$ cat config.mk
export PLATFORM = sky130hd
export DESIGN_NAME = vend_credit_ctrl
export DESIGN_NICKNAME = d
export VERILOG_FILES = /design/src/rtl/vend_pkg.sv /design/src/rtl/vend_credit_ctrl_change_picker.sv /design/src/rtl/vend_credit_ctrl.sv
export SDC_FILE = /design/constraint.sdc
export NUM_CORES = 1
export LEC_CHECK = 0
export BUFFER_PORTS_ARGS = -buffer_cell sky130_fd_sc_hd__buf_2
export CORE_MARGIN = 2
export CORE_UTILIZATION = 35
export CTS_BUF_LIST = sky130_fd_sc_hd__clkbuf_8
export CTS_CLUSTER_DIAMETER = 120
export DETAILED_ROUTE_END_ITERATION = 6
export GPL_TIMING_DRIVEN = 0
export SETUP_SLACK_MARGIN = 0.4
export SLEW_MARGIN = 20
export SYNTH_ARGS = -nofsm -noshare
export SYNTH_HDL_FRONTEND = slang
export SYNTH_SLANG_ARGS = --single-unit
$ cat constraint.sdc
create_clock -name clk -period 7.1 [get_ports clk]
set_clock_uncertainty 0.1 [all_clocks]
set_input_delay 1.775 -clock clk [delete_from_list [all_inputs] [get_ports clk]]
set_output_delay 1.775 -clock clk [all_outputs]
set_load 0.02 [all_outputs]
$ cat src/rtl/vend_pkg.sv
// Shared types for the vending machine credit path: coin encodings,
// credit controller states and the cents-valued money type.
package vend_pkg;

    typedef logic [7:0] money_t;

    typedef enum logic [1:0] {
        COIN_5   = 2'b00,
        COIN_10  = 2'b01,
        COIN_25  = 2'b10,
        COIN_100 = 2'b11
    } coin_e;

    typedef enum logic [1:0] {
        CREDIT,
        REFUND_SEL,
        REFUND_WAIT,
        ERROR
    } credit_state_e;

    function automatic money_t coin_value(input coin_e c);
        case (c)
            COIN_5:  return 8'd5;
            COIN_10: return 8'd10;
            COIN_25: return 8'd25;
            default: return 8'd100;
        endcase
    endfunction

endpackage

$ cat src/rtl/vend_credit_ctrl_change_picker.sv
// Greedy change selection: largest stocked denomination that fits the credit.
module change_picker
    import vend_pkg::*;
(
    input  logic [7:0] credit,
    input  logic [2:0] hopper_empty,
    output logic       found,
    output coin_e      coin
);

    always_comb begin
        found = 1'b0;
        coin  = COIN_5;
        if (credit >= 8'd25 && !hopper_empty[2]) begin
            found = 1'b1;
            coin  = COIN_25;
        end else if (credit >= 8'd10 && !hopper_empty[1]) begin
            found = 1'b1;
            coin  = COIN_10;
        end else if (credit >= 8'd5 && !hopper_empty[0]) begin
            found = 1'b1;
            coin  = COIN_5;
        end
    end

endmodule

$ cat src/rtl/vend_credit_ctrl.sv
// Credit register owner: accepts coins, applies purchase deductions and
// sequences change refunds through the coin hopper one coin per handshake.
module vend_credit_ctrl
    import vend_pkg::*;
#(
    parameter int unsigned MAX_CREDIT  = 200,
    parameter int unsigned ACK_TIMEOUT = 16
) (
    input  logic       clk,
    input  logic       reset,
    input  logic       coin_valid,
    input  logic [1:0] coin_type,
    output logic       coin_reject,
    input  logic       deduct_en,
    input  logic [7:0] new_credit,
    input  logic       refund_req,
    output logic [7:0] total_money,
    output logic       busy,
    output logic       hopper_req,
    output logic [1:0] hopper_coin,
    input  logic       hopper_ack,
    input  logic [2:0] hopper_empty,
    output logic       refund_done,
    output logic       refund_error
);

    localparam logic [8:0] MAX9    = 9'(MAX_CREDIT);
    localparam logic [7:0] TO_LAST = 8'(ACK_TIMEOUT - 1);

    credit_state_e state_q, state_d;
    money_t        money_q, money_d;
    coin_e         coin_q, coin_d;
    logic [7:0]    cnt_q, cnt_d;
    logic          reject_q, reject_d;
    logic          done_q, done_d;

    money_t        coin_val;
    logic [8:0]    coin_sum;
    logic          pick_found;
    coin_e         pick_coin;

    assign coin_val = coin_value(coin_e'(coin_type));
    assign coin_sum = {1'b0, money_q} + {1'b0, coin_val};

    change_picker u_picker (
        .credit       (money_q),
        .hopper_empty (hopper_empty),
        .found        (pick_found),
        .coin         (pick_coin)
    );

    always_ff @(posedge clk) begin
        if (reset) begin
            state_q  <= CREDIT;
            money_q  <= '0;
            coin_q   <= COIN_5;
            cnt_q    <= '0;
            reject_q <= 1'b0;
            done_q   <= 1'b0;
        end else begin
            state_q  <= state_d;
            money_q  <= money_d;
            coin_q   <= coin_d;
            cnt_q    <= cnt_d;
            reject_q <= reject_d;
            done_q   <= done_d;
        end
    end

    always_comb begin
        state_d  = state_q;
        money_d  = money_q;
        coin_d   = coin_q;
        cnt_d    = cnt_q;
        reject_d = 1'b0;
        done_d   = 1'b0;
        case (state_q)
            CREDIT: begin
                if (deduct_en) begin
                    if (new_credit <= money_q) money_d = new_credit;
                    reject_d = coin_valid;
                end else if (refund_req) begin
                    if (money_q == '0) done_d = 1'b1;
                    else               state_d = REFUND_SEL;
                    reject_d = coin_valid;
                end else if (coin_valid) begin
                    if (coin_sum <= MAX9) money_d = coin_sum[7:0];
                    else                  reject_d = 1'b1;
                end
            end
            REFUND_SEL: begin
                reject_d = coin_valid;
                if (money_q == '0) begin
                    done_d  = 1'b1;
                    state_d = CREDIT;
                end else if (pick_found) begin
                    coin_d  = pick_coin;
                    cnt_d   = '0;
                    state_d = REFUND_WAIT;
                end else begin
                    state_d = ERROR;
                end
            end
            REFUND_WAIT: begin
                reject_d = coin_valid;
                // picker guaranteed coin <= credit, so this cannot underflow
                if (hopper_ack) begin
                    money_d = money_q - coin_value(coin_q);
                    state_d = REFUND_SEL;
                end else if (cnt_q == TO_LAST) begin
                    state_d = ERROR;
                end else begin
                    cnt_d = cnt_q + 8'd1;
                end
            end
            ERROR: begin
                reject_d = coin_valid;
                if (refund_req) state_d = REFUND_SEL;
            end
            default: state_d = CREDIT;
        endcase
    end

    assign total_money  = money_q;
    assign coin_reject  = reject_q;
    assign refund_done  = done_q;
    assign busy         = (state_q == REFUND_SEL) || (state_q == REFUND_WAIT);
    assign hopper_req   = (state_q == REFUND_WAIT);
    assign refund_error = (state_q == ERROR);
    assign hopper_coin  = coin_q;

endmodule

### Yosys cells after proc, flatten, opt, wreduce, memory -nomap -nowiden

Index checks and enable logic that the tools add are counted.
Widths: inputs -> output; s select.

| storage, ports and cells | value |
|---|---|
| flip-flop bits (word level) | 22 |
| latch bits | 0 |
| RAM bits | 0 |
| ROM bits | 0 |
| input bits | 19 |
| output and inout bits | 15 |
| memories | 0 |

| cells by class | value |
|---|---|
| add/subtract/negate cells | 3 |
| multipliers | 0 |
| div/mod/pow operators | 0 |
| $lt $le $gt $ge | 5 |
| eq/ne operators | 22 |
| shifts and indexed selects | 0 |
| multiplexer cells | 39 |
| bitwise gates (word level) | 1 |
| reductions and logical operators | 18 |

Operators by type and width:

| kind | number |
|---|---|
| $mux 8 | 12 |
| $pmux 7 s3 | 2 |
| $pmux 8 s2 | 2 |
| $mux 2 | 8 |
| $ne 2x2->1 const B | 8 |
| $mux 1 | 12 |
| $ne 3x3->1 const B | 4 |
| $reduce_and 5->1 | 2 |
| $add 8x8->9 | 1 |
| $le 9x8->1 const B | 1 |
| $add 8x1->8 const B | 1 |
| $eq 2x2->1 const B | 4 |
| $eq 8x4->1 const B | 1 |
| $ge 8x3->1 const B | 1 |
| $ge 8x4->1 const B | 1 |
| $ge 8x5->1 const B | 1 |
| $le 8x8->1 | 1 |
| $logic_not 8->1 | 1 |
| $pmux 2 s4 | 1 |
| $sub 8x8->8 | 1 |
| $eq 2x1->1 const B | 3 |
| $logic_not 2->1 | 3 |
| $reduce_and 6->1 | 1 |
| $pmux 1 s2 | 2 |
| 9 further kinds | 14 |

### Depth between registers and ports, before layout

Gate-level depths: netlist of the first run.

| logic depth | value |
|---|---|
| depth in word-level cells | 9 |
| mapped depth | 13 |
| gate-level depth less buffers | 12 |

### Cells and area by module

From an unflattened synthesis of the first run, not the netlist that was laid out.

| unflattened totals | value |
|---|---|
| cell total of the unflattened synthesis | 293 |
| area total of the unflattened synthesis | 2343.5 µm² |

By module, submodules not included:

| module | instances | cells each | area each (µm²) | seq. area each (µm²) |
|---|---|---|---|---|
| vend_credit_ctrl | 1 | 281 | 2269.7 | 440.4 |
| change_picker | 1 | 12 | 73.8 | 0.0 |

### Worst setup path after synthesis of the first run

Ideal clock, no wire load.

| timing path | value |
|---|---|
| path kind | input-to-reg |
| start point | in coin_type[0] |
| end point | reg money_q[0], in the netlist total_money[0] |
| library setup time | 130 ps |
| data arrival time | 4178 ps |
| required time | 6870 ps |
| setup slack | 2692 ps |
| stages on the path | 12 |
| path buffers | 1 |
| path through | inv_1 > ha_1 > ha_1 > a211oi_4 > o21ai_2 > a22o_1 > a222oi_1 > o32ai_1 > o31ai_2 > buf_6 > mux2i_1 > nor2_1 |

| on the way | value |
|---|---|
| cells in the longest elaborated chain, start to end | 8 |
| elaborated cells between the ends (all ways) | 13 |
| classes of those cells | add/sub (1); order compare (1); eq/ne (3); mux (6); reduce/logical (2) |

RTL lines:

| what | line | text |
|---|---|---|
| from (decl) | vend_credit_ctrl.sv:12 | `input logic [1:0] coin_type,` |
| $eq 2x2->1 (tied with other cells) | vend_pkg.sv:22 | `case (c)` |
| $pmux 7 s3 (*) | vend_pkg.sv:22 |  |
| $add 8x8->9 (*) | vend_credit_ctrl.sv:43 | `assign coin_sum = {1'b0, money_q} + {1'b0, coin_val};` |
| branches (longest 5 deep; another with $le 9x8->1) | -- |  |
| to (signal assigned) | vend_credit_ctrl.sv:62 | `money_q <= money_d;` |
| to (decl) | vend_credit_ctrl.sv:31 | `money_t money_q, money_d;` |

Mark *: on every way between the ends. The select of a mux whose other input is x is not followed.
A chain may end at the register's enable or synchronous reset.

### Final worst setup path of the first run

| timing path | value |
|---|---|
| start point | in coin_type[0] |
| end point | reg money_q[4], in the netlist total_money[4] |

The elaborated chain is that of the path after synthesis.

==> metrics.log, run 1 <==
[metrics] Setup CP Type: in -> reg
[metrics] total via count in the routed design: 2122
[metrics] clock root buffer master: sky130_fd_sc_hd__clkbuf_8
[metrics] synth top area cells: sky130_fd_sc_hd__dfxtp_1 20%, sky130_fd_sc_hd__ha_1 18%, sky130_fd_sc_hd__nor2_1 6.2%
[metrics] leakage dissipation: about 1.2 nW
[metrics] final total negative setup slack: 0 ns
[metrics] slack of the worst reg-to-reg path: approximately 3.7 ns
[metrics] sequential-to-total area share from yosys stat: 0.196
[metrics] Die Wd: 84.2 um
[metrics] Rel. slew slack: 0.538
[metrics] highest ir drop seen on vdd: 0.000144 V
[metrics] RSZ-0062 raised after global routing: false
[metrics] post-CTS sizing: 0
[metrics] total power consumption of the routed design: 875 uW
[metrics] CTS sink count: 22
[metrics] Synth top area share: 0.196
[metrics] internal power summed over all cells: 457 uW
[metrics] vias in the first global route: 2054
[metrics] Synth-to-Final Area Change: 14.8%
[metrics] Max Fclk: 0.216 GHz
[metrics] count of yosys warnings during synthesis: 0
[metrics] ratio of routed vias to standard cells: 5.29
[metrics] Chip Height: 84.2 um
[metrics] Core Region: 0.00628 mm^2
[metrics] placer's final routability congestion estimate: 0.837
[metrics] fillers: roughly 670
[metrics] endpoint class of the critical path: flop
[metrics] number of post-CTS setup repair buffers: 0
[metrics] Site Rows: 29
[metrics] Starting DRT DRC Count: 104
[metrics] synthesized instance count: 287
[metrics] worst skew pair latency: 0.26 ns
[metrics] max-capacitance violation count: 0
[metrics] depth of the CTS H-tree: 1
[metrics] data arrival at the endpoint of the critical path: around 4.7 ns
[metrics] Ant. Diodes: 0
[metrics] category of the worst setup path launch point: input port
[metrics] fraction of power consumed by sequential logic: 0.222
[metrics] commonest register cell after synthesis: sky130_fd_sc_hd__dfxtp_1
[metrics] per-cell routed wire length: 14.5 um
[metrics] result of the run: completed
[metrics] port buffer count: 33
[metrics] Avg Cell Area, Syn: around 8 um^2
[metrics] worst min path class: reg -> reg
[metrics] library cells used by synthesis: 55
[metrics] Switching Power: 418 uW
[metrics] post-DP HPWL: 4780 um
[metrics] TritonCTS clock tree: built
[metrics] Initial Utilization: 0.358
[metrics] number of hold buffers added after cts: 0
[metrics] Total Routed Length: 5830 um
[metrics] largest area contributor in the synthesized netlist: sky130_fd_sc_hd__dfxtp_1
[metrics] initial antenna violation count: 0
[metrics] Synth Cell Area: 0.00225 mm^2
[metrics] asr flop ratio synth: 0
[metrics] share of power burned in combinational logic: 0.644
[metrics] net count after synthesis: ~340
[metrics] Clk pin slew, worst setup/hold paths: 0.08 ns
[metrics] Total GRT Usage: 0.168
[metrics] share of cells above drive strength 1: 0.157
[metrics] Pwr Density: 339 mW/mm^2
[metrics] maximum number of pins on one net before global-route repair: 14
[metrics] global-route wire length before repair: 9850 um
[metrics] number of synthesized flops with an enable pin: 0
[metrics] slew at the pin with the worst max-slew slack: 0.676 ns
[metrics] endpoint required time on the critical path: 7.14 ns
[metrics] highest net fanout along the worst path: 10
[metrics] clock network fraction of design power: 0.135
[metrics] remaining global-route overflow: 0
[metrics] clock tree buffer depth: 2
[metrics] switching fraction of total power: 0.478
[metrics] residual DRC count: 0
[metrics] final worst path period share: 0.653
[metrics] Pre-antenna DRT Iters: 4
[metrics] Min Clock Period, post-route: 4.64 ns
[metrics] number of buffers created by CTS: 3
[metrics] number of I/O pins: 34
[metrics] setup-violating endpoint count in the final report: 0
[metrics] Final Hold Fails: 0
[metrics] number of nets in the finished design: 379
[metrics] max-slew violations: 0
[metrics] Synth Register Bits: 22
[metrics] remaining antenna violation count: 0
[metrics] DIE AREA: between 0.007 and 0.008 mm^2
cell type report:
class / instances / area [um^2] / area share
Buffer: 7 / 36.3 / 0.0141
Clock buffer: 3 / 41.3 / 0.0160
Clock inverter: 1 / 30.0 / 0.0116
Inverter: 30 / 113 / 0.0436
Multi-Input combinational cell: 228 / 1660 / 0.643
Sequential cell: 22 / 440 / 0.171
Tap cell: 77 / 96.3 / 0.0373
Timing Repair Buffer: 33 / 165 / 0.0640
cells in the final DEF (no fill, tap or decap), types with 4 or more instances in the layout:
cell                       synthesis  layout
sky130_fd_sc_hd__a211oi_1          5       5
sky130_fd_sc_hd__a211oi_2          4       4
sky130_fd_sc_hd__a21oi_1          18      18
sky130_fd_sc_hd__and3_1            4       4
sky130_fd_sc_hd__buf_2             1      34
sky130_fd_sc_hd__clkbuf_1          4       4
sky130_fd_sc_hd__dfxtp_1          22      22
sky130_fd_sc_hd__ha_1             33      33
sky130_fd_sc_hd__inv_1            30      30
sky130_fd_sc_hd__mux2i_1           7       7
sky130_fd_sc_hd__nand2_1          18      18
sky130_fd_sc_hd__nand3_1           6       6
sky130_fd_sc_hd__nand4_1           6       6
sky130_fd_sc_hd__nor2_1           37      37
sky130_fd_sc_hd__nor2b_1           4       4
sky130_fd_sc_hd__nor3_1            7       7
sky130_fd_sc_hd__o21ai_0          13      13
sky130_fd_sc_hd__xnor2_1          10      10
sky130_fd_sc_hd__xor2_1            5       5
cells in the mapped netlist, types with 2 or more instances:
master                     number
sky130_fd_sc_hd__o211ai_1       3
sky130_fd_sc_hd__nand3b_1       2
sky130_fd_sc_hd__nand2_1       18
sky130_fd_sc_hd__a211oi_1       5
sky130_fd_sc_hd__a211oi_2       4
sky130_fd_sc_hd__xnor2_1       10
sky130_fd_sc_hd__and3_1         4
sky130_fd_sc_hd__ha_1          33
sky130_fd_sc_hd__inv_1         30
sky130_fd_sc_hd__nor4_1         3
sky130_fd_sc_hd__nand4_1        6
sky130_fd_sc_hd__clkbuf_1       4
sky130_fd_sc_hd__nor3_1         7
sky130_fd_sc_hd__nor2b_1        4
sky130_fd_sc_hd__o21bai_1       2
sky130_fd_sc_hd__o21ai_0       13
sky130_fd_sc_hd__nand4b_1       2
sky130_fd_sc_hd__o32ai_1        2
sky130_fd_sc_hd__o21ai_1        3
sky130_fd_sc_hd__a21oi_1       18
sky130_fd_sc_hd__dfxtp_1       22
sky130_fd_sc_hd__xor2_1         5
sky130_fd_sc_hd__a21o_1         3
sky130_fd_sc_hd__a21boi_0       2
sky130_fd_sc_hd__nand3_1        6
sky130_fd_sc_hd__fa_1           2
sky130_fd_sc_hd__o221ai_1       2
sky130_fd_sc_hd__mux2i_1        7
sky130_fd_sc_hd__nand2b_1       3
sky130_fd_sc_hd__nor2_1        37
worst max-delay path, cell delays in order:
cell	delay [ns]
sky130_fd_sc_hd__buf_2	0.12
sky130_fd_sc_hd__inv_1	0.06
sky130_fd_sc_hd__ha_1	0.30
sky130_fd_sc_hd__ha_1	0.36
sky130_fd_sc_hd__a211oi_4	0.36
sky130_fd_sc_hd__o21ai_2	0.12
sky130_fd_sc_hd__a22o_1	0.21
sky130_fd_sc_hd__a222oi_1	0.26
sky130_fd_sc_hd__o32ai_1	0.20
sky130_fd_sc_hd__o31ai_2	0.44
sky130_fd_sc_hd__buf_6	0.22
sky130_fd_sc_hd__mux2i_1	0.19
sky130_fd_sc_hd__nor2_1	0.05
flip-flops by register name (all words and copies together), names as in the netlist:
| signal | flops |
|---|---|
| refund_done | 1 |
| total_money | 8 |
| hopper_coin | 2 |
| cnt_q | 8 |
| coin_reject | 1 |
| state_q | 2 |
through the flow:
| step | hold slack [ns] | util | worst slack, ns | std cells | cell area, um^2 |
|---|---|---|---|---|---|
| floorplan | 0.380 | - | 2.69 | 287 | 2250 |
| global placement | 0.405 | 0.400 | 2.20 | 397 | 2510 |
| detailed placement | 0.401 | 0.400 | 2.20 | 397 | 2510 |
| CTS | 0.425 | 0.411 | 2.46 | 401 | 2580 |
| global route | 0.456 | 0.411 | 2.25 | 401 | 2580 |
| finish | 0.417 | 0.411 | 2.46 | 401 | 2580 |
power groups by stage:
stage               combinational (mW)  clock, mW  sequential [mW]
finish                           0.563      0.118            0.194
global route                     0.633      0.128            0.200
CTS                              0.565      0.121            0.195
detailed placement               0.561          0            0.198
global placement                 0.553          0            0.197
floorplan                        0.418          0            0.204
path summary, 6_finish.rpt:
kind                       start             end  cells past startpoint
setup reg to reg  total_money[0]  total_money[4]                     11
hold reg to reg         cnt_q[7]        cnt_q[7]                      2
setup / recovery    coin_type[0]  total_money[4]                     13
hold / removal          cnt_q[7]        cnt_q[7]                      2
cell families (layout without fill, tap and decap cells):
group	after synthesis	in the layout	synth area share
adders and majority gates	35	35	0.201
xor gates and xnor gates	16	16	0.0657
DFF	22	22	0.196
AOI/OAI and AO/OA	73	73	0.233
muxes	7	7	0.0312
and+or+nand+nor	97	97	0.207
buffers and inverters	37	74	0.0662
metal layers:
layer / vias up / GRT usage / wire, um
met2: 42 / 0.273 / 2600
met1: 973 / 0.244 / 2990
met4: 0 / 0.0323 / 32
met3: 5 / 0.0147 / 218
li1: 1102 / - / -
met5: - / 0 / 0
(Power assumes the default switching activity.)
==> run 2, diff against run 1 <==
clock period = 4.35 ns   (was 7.1 ns; I/O delays follow)
==> metrics.log, run 2 (synthesis results as in run 1) <==
[metrics] result of the run: completed (unchanged)
[metrics] cell with the biggest individual delay on the critical path: sky130_fd_sc_hd__fa_2 (was sky130_fd_sc_hd__o31ai_2)
[metrics] fillers: 665 (unchanged)
[metrics] max-capacitance violation count: 0 (unchanged)
[metrics] switching fraction of total power: 0.475 (was 0.478)
[metrics] total via count in the routed design: 2143 (was 2122)
[metrics] data arrival at the endpoint of the critical path: 3.83 ns (was 4.67 ns)
[metrics] slew at the pin with the worst max-slew slack: 0.682 ns (was 0.676 ns)
[metrics] clock root buffer master: sky130_fd_sc_hd__clkbuf_8 (unchanged)
[metrics] Die Wd: 84.2 um (unchanged)
[metrics] Starting DRT DRC Count: 93 (was 104)
[metrics] per-cell routed wire length: 14.5 um (about the same)
[metrics] initial antenna violation count: 0 (unchanged)
[metrics] Chip Height: 84.2 um (unchanged)
[metrics] final worst path period share: 0.873
[metrics] depth of the CTS H-tree: 1 (unchanged)
[metrics] placer's final routability congestion estimate: 0.837 (unchanged)
[metrics] share of power burned in combinational logic: 0.652 (was 0.644)
[metrics] remaining antenna violation count: 0 (unchanged)
[metrics] Clk pin slew, worst setup/hold paths: 0.08 ns (about the same)
[metrics] DIE AREA: 0.00708 mm^2 (unchanged)
[metrics] max-slew violations: 0 (unchanged)
[metrics] setup-violating endpoint count in the final report: 0 (unchanged)
[metrics] remaining global-route overflow: 0 (unchanged)
[metrics] commonest cells after routing, fill and taps aside: 37 x sky130_fd_sc_hd__nor2_1, 34 x sky130_fd_sc_hd__buf_2, 32 x sky130_fd_sc_hd__ha_1 (was 37 x sky130_fd_sc_hd__nor2_1, 34 x sky130_fd_sc_hd__buf_2, 33 x sky130_fd_sc_hd__ha_1)
[metrics] category of the worst setup path launch point: input port (unchanged)
[metrics] Core Region: 0.00628 mm^2 (unchanged)
[metrics] highest net fanout along the worst path: 10 (unchanged)
[metrics] Initial Utilization: 0.358 (unchanged)
[metrics] Site Rows: 29 (unchanged)
[metrics] port buffer count: 33 (unchanged)
[metrics] Min Clock Period, post-route: 3.80 ns
[metrics] internal power summed over all cells: 768 uW (was 457 uW)
[metrics] total power consumption of the routed design: 1.46 mW (was 875 uW)
[metrics] Ant. Diodes: 0 (unchanged)
[metrics] Total GRT Usage: 0.168 (unchanged)
[metrics] Final Hold Fails: 0 (unchanged)
[metrics] TritonCTS clock tree: built (unchanged)
[metrics] residual DRC count: 0 (unchanged)
[metrics] endpoint class of the critical path: flop (unchanged)
[metrics] delay of the slowest cell on the worst path: 0.39 ns (was 0.44 ns)
[metrics] Max Fclk: 0.263 GHz
[metrics] number of I/O pins: 34 (unchanged)
[metrics] startpoint of the worst setup timing path: coin_type[0] (unchanged)
[metrics] share of cells above drive strength 1: 0.178 (was 0.157)
[metrics] Cell Chain, Critical Path: buf_2 > inv_1 > ha_1 > fa_2 > a211oi_4 > o21ai_2 > a22o_1 > a222oi_1 > o32ai_2 > o31ai_2 > buf_4 > buf_6 > mux2i_1 > nor2_1 (was buf_2 > inv_1 > ha_1 > ha_1 > a211oi_4 > o21ai_2 > a22o_1 > a222oi_1 > o32ai_1 > o31ai_2 > buf_6 > mux2i_1 > nor2_1)
[metrics] Setup CP Type: in -> reg (unchanged)
[metrics] Synth-to-Final Area Change: 16.6% (was 14.8%)
[metrics] Total Routed Length: 5850 um (was 5830 um)
[metrics] CTS sink count: 22 (unchanged)
[metrics] highest ir drop seen on vdd: 0.000241 V (was 0.000144 V)
[metrics] global-route wire length before repair: 9850 um (unchanged)
[metrics] fraction of power consumed by sequential logic: 0.217 (was 0.222)
[metrics] vias in the first global route: 2054 (unchanged)
[metrics] Switching Power: 694 uW (was 418 uW)
[metrics] worst min path class: reg -> reg (unchanged)
[metrics] number of nets in the finished design: 381 (was 379)
[metrics] ratio of routed vias to standard cells: 5.32 (was 5.29)
[metrics] leading cell type in the layout, fill and taps excluded: sky130_fd_sc_hd__nor2_1 (unchanged)
[metrics] Pre-antenna DRT Iters: 4 (unchanged)
[metrics] source of the worst register-to-register timing path: total_money[0] (unchanged)
[metrics] final total negative setup slack: 0 ns (unchanged)
[metrics] endpoint required time on the critical path: 4.39 ns (was 7.14 ns)
[metrics] maximum number of pins on one net before global-route repair: 14 (unchanged)
[metrics] clock tree buffer depth: 2 (unchanged)
[metrics] RSZ-0062 raised after global routing: false (unchanged)
[metrics] Rel. slew slack: 0.533 (was 0.538)
[metrics] number of buffers created by CTS: 3 (unchanged)
[metrics] post-DP HPWL: 4780 um (unchanged)
[metrics] HP Start: cnt_q[7] (unchanged)
[metrics] worst skew pair latency: 0.26 ns (about the same)
[metrics] Pwr Density: 557 mW/mm^2 (was 339 mW/mm^2)
[metrics] slack of the worst reg-to-reg path: 1.11 ns (was 3.72 ns)
[metrics] clock network fraction of design power: 0.131 (was 0.135)
[metrics] leakage dissipation: 1.17 nW (was 1.15 nW)
run 2: path summary, 6_finish.rpt:
path                            depth (start not counted)        endpoint
worst max register to register                         12  total_money[4]
worst max-delay path                                   14  total_money[4]
worst min register to register                          2        cnt_q[7]
worst min-delay path                                    2        cnt_q[7]
run 2: area by class of cell:
cell class	instances	area, um^2	area share
tap	77	96.3	0.0367
sequential	22	440	0.168
buffer	7	36.3	0.0138
inverter	30	113	0.0429
clock buffer	3	41.3	0.0157
clock inverter	1	30.0	0.0115
multi-input combinational	228	1690	0.643
timing repair buffer	35	180	0.0687
run 2: power by group through the flow:
stage / clock network [mW] / logic, mW / registers, mW
2_1_floorplan: 0 / 0.682 / 0.333
3_3_place_gp: 0 / 0.903 / 0.321
3_5_place_dp: 0 / 0.916 / 0.323
4_1_cts: 0.197 / 0.923 / 0.318
5_1_grt: 0.209 / 1.07 / 0.326
6_report: 0.192 / 0.952 / 0.317
run 2: per-layer routing:
layer / GRT usage / share of wire
met3: 0.0147 / 0.045
met4: 0.0323 / 0.0055
met5: 0 / 0
met1: 0.244 / 0.50
met2: 0.273 / 0.45
run 2: critical path: cells and delay by family:
| family | cells | cell delay [ns] |
|---|---|---|
| simple gates | 1 | 0.05 |
| fa+ha+maj | 2 | 0.62 |
| mux | 1 | 0.19 |
| buf+inv | 4 | 0.49 |
| compound gates | 6 | 1.39 |
run 2: repair_timing:
item	in CTS	in global routing
buffers inserted	0	2
endpoints found under the setup margin	0	7
hold buffers	0	0
gates resized for setup	0	5
run 2: per-stage QoR:
step	area, um^2	utilization	cells	hold slack (ns)	setup slack [ns]
3_5_place_dp	2510	0.400	397	0.401	0.134
6_report	2620	0.418	403	0.417	0.555
5_1_grt	2620	0.418	403	0.456	0.381
4_1_cts	2580	0.411	401	0.425	0.401
3_3_place_gp	2510	0.400	397	0.405	0.137
2_1_floorplan	2250	-	287	0.380	0.630
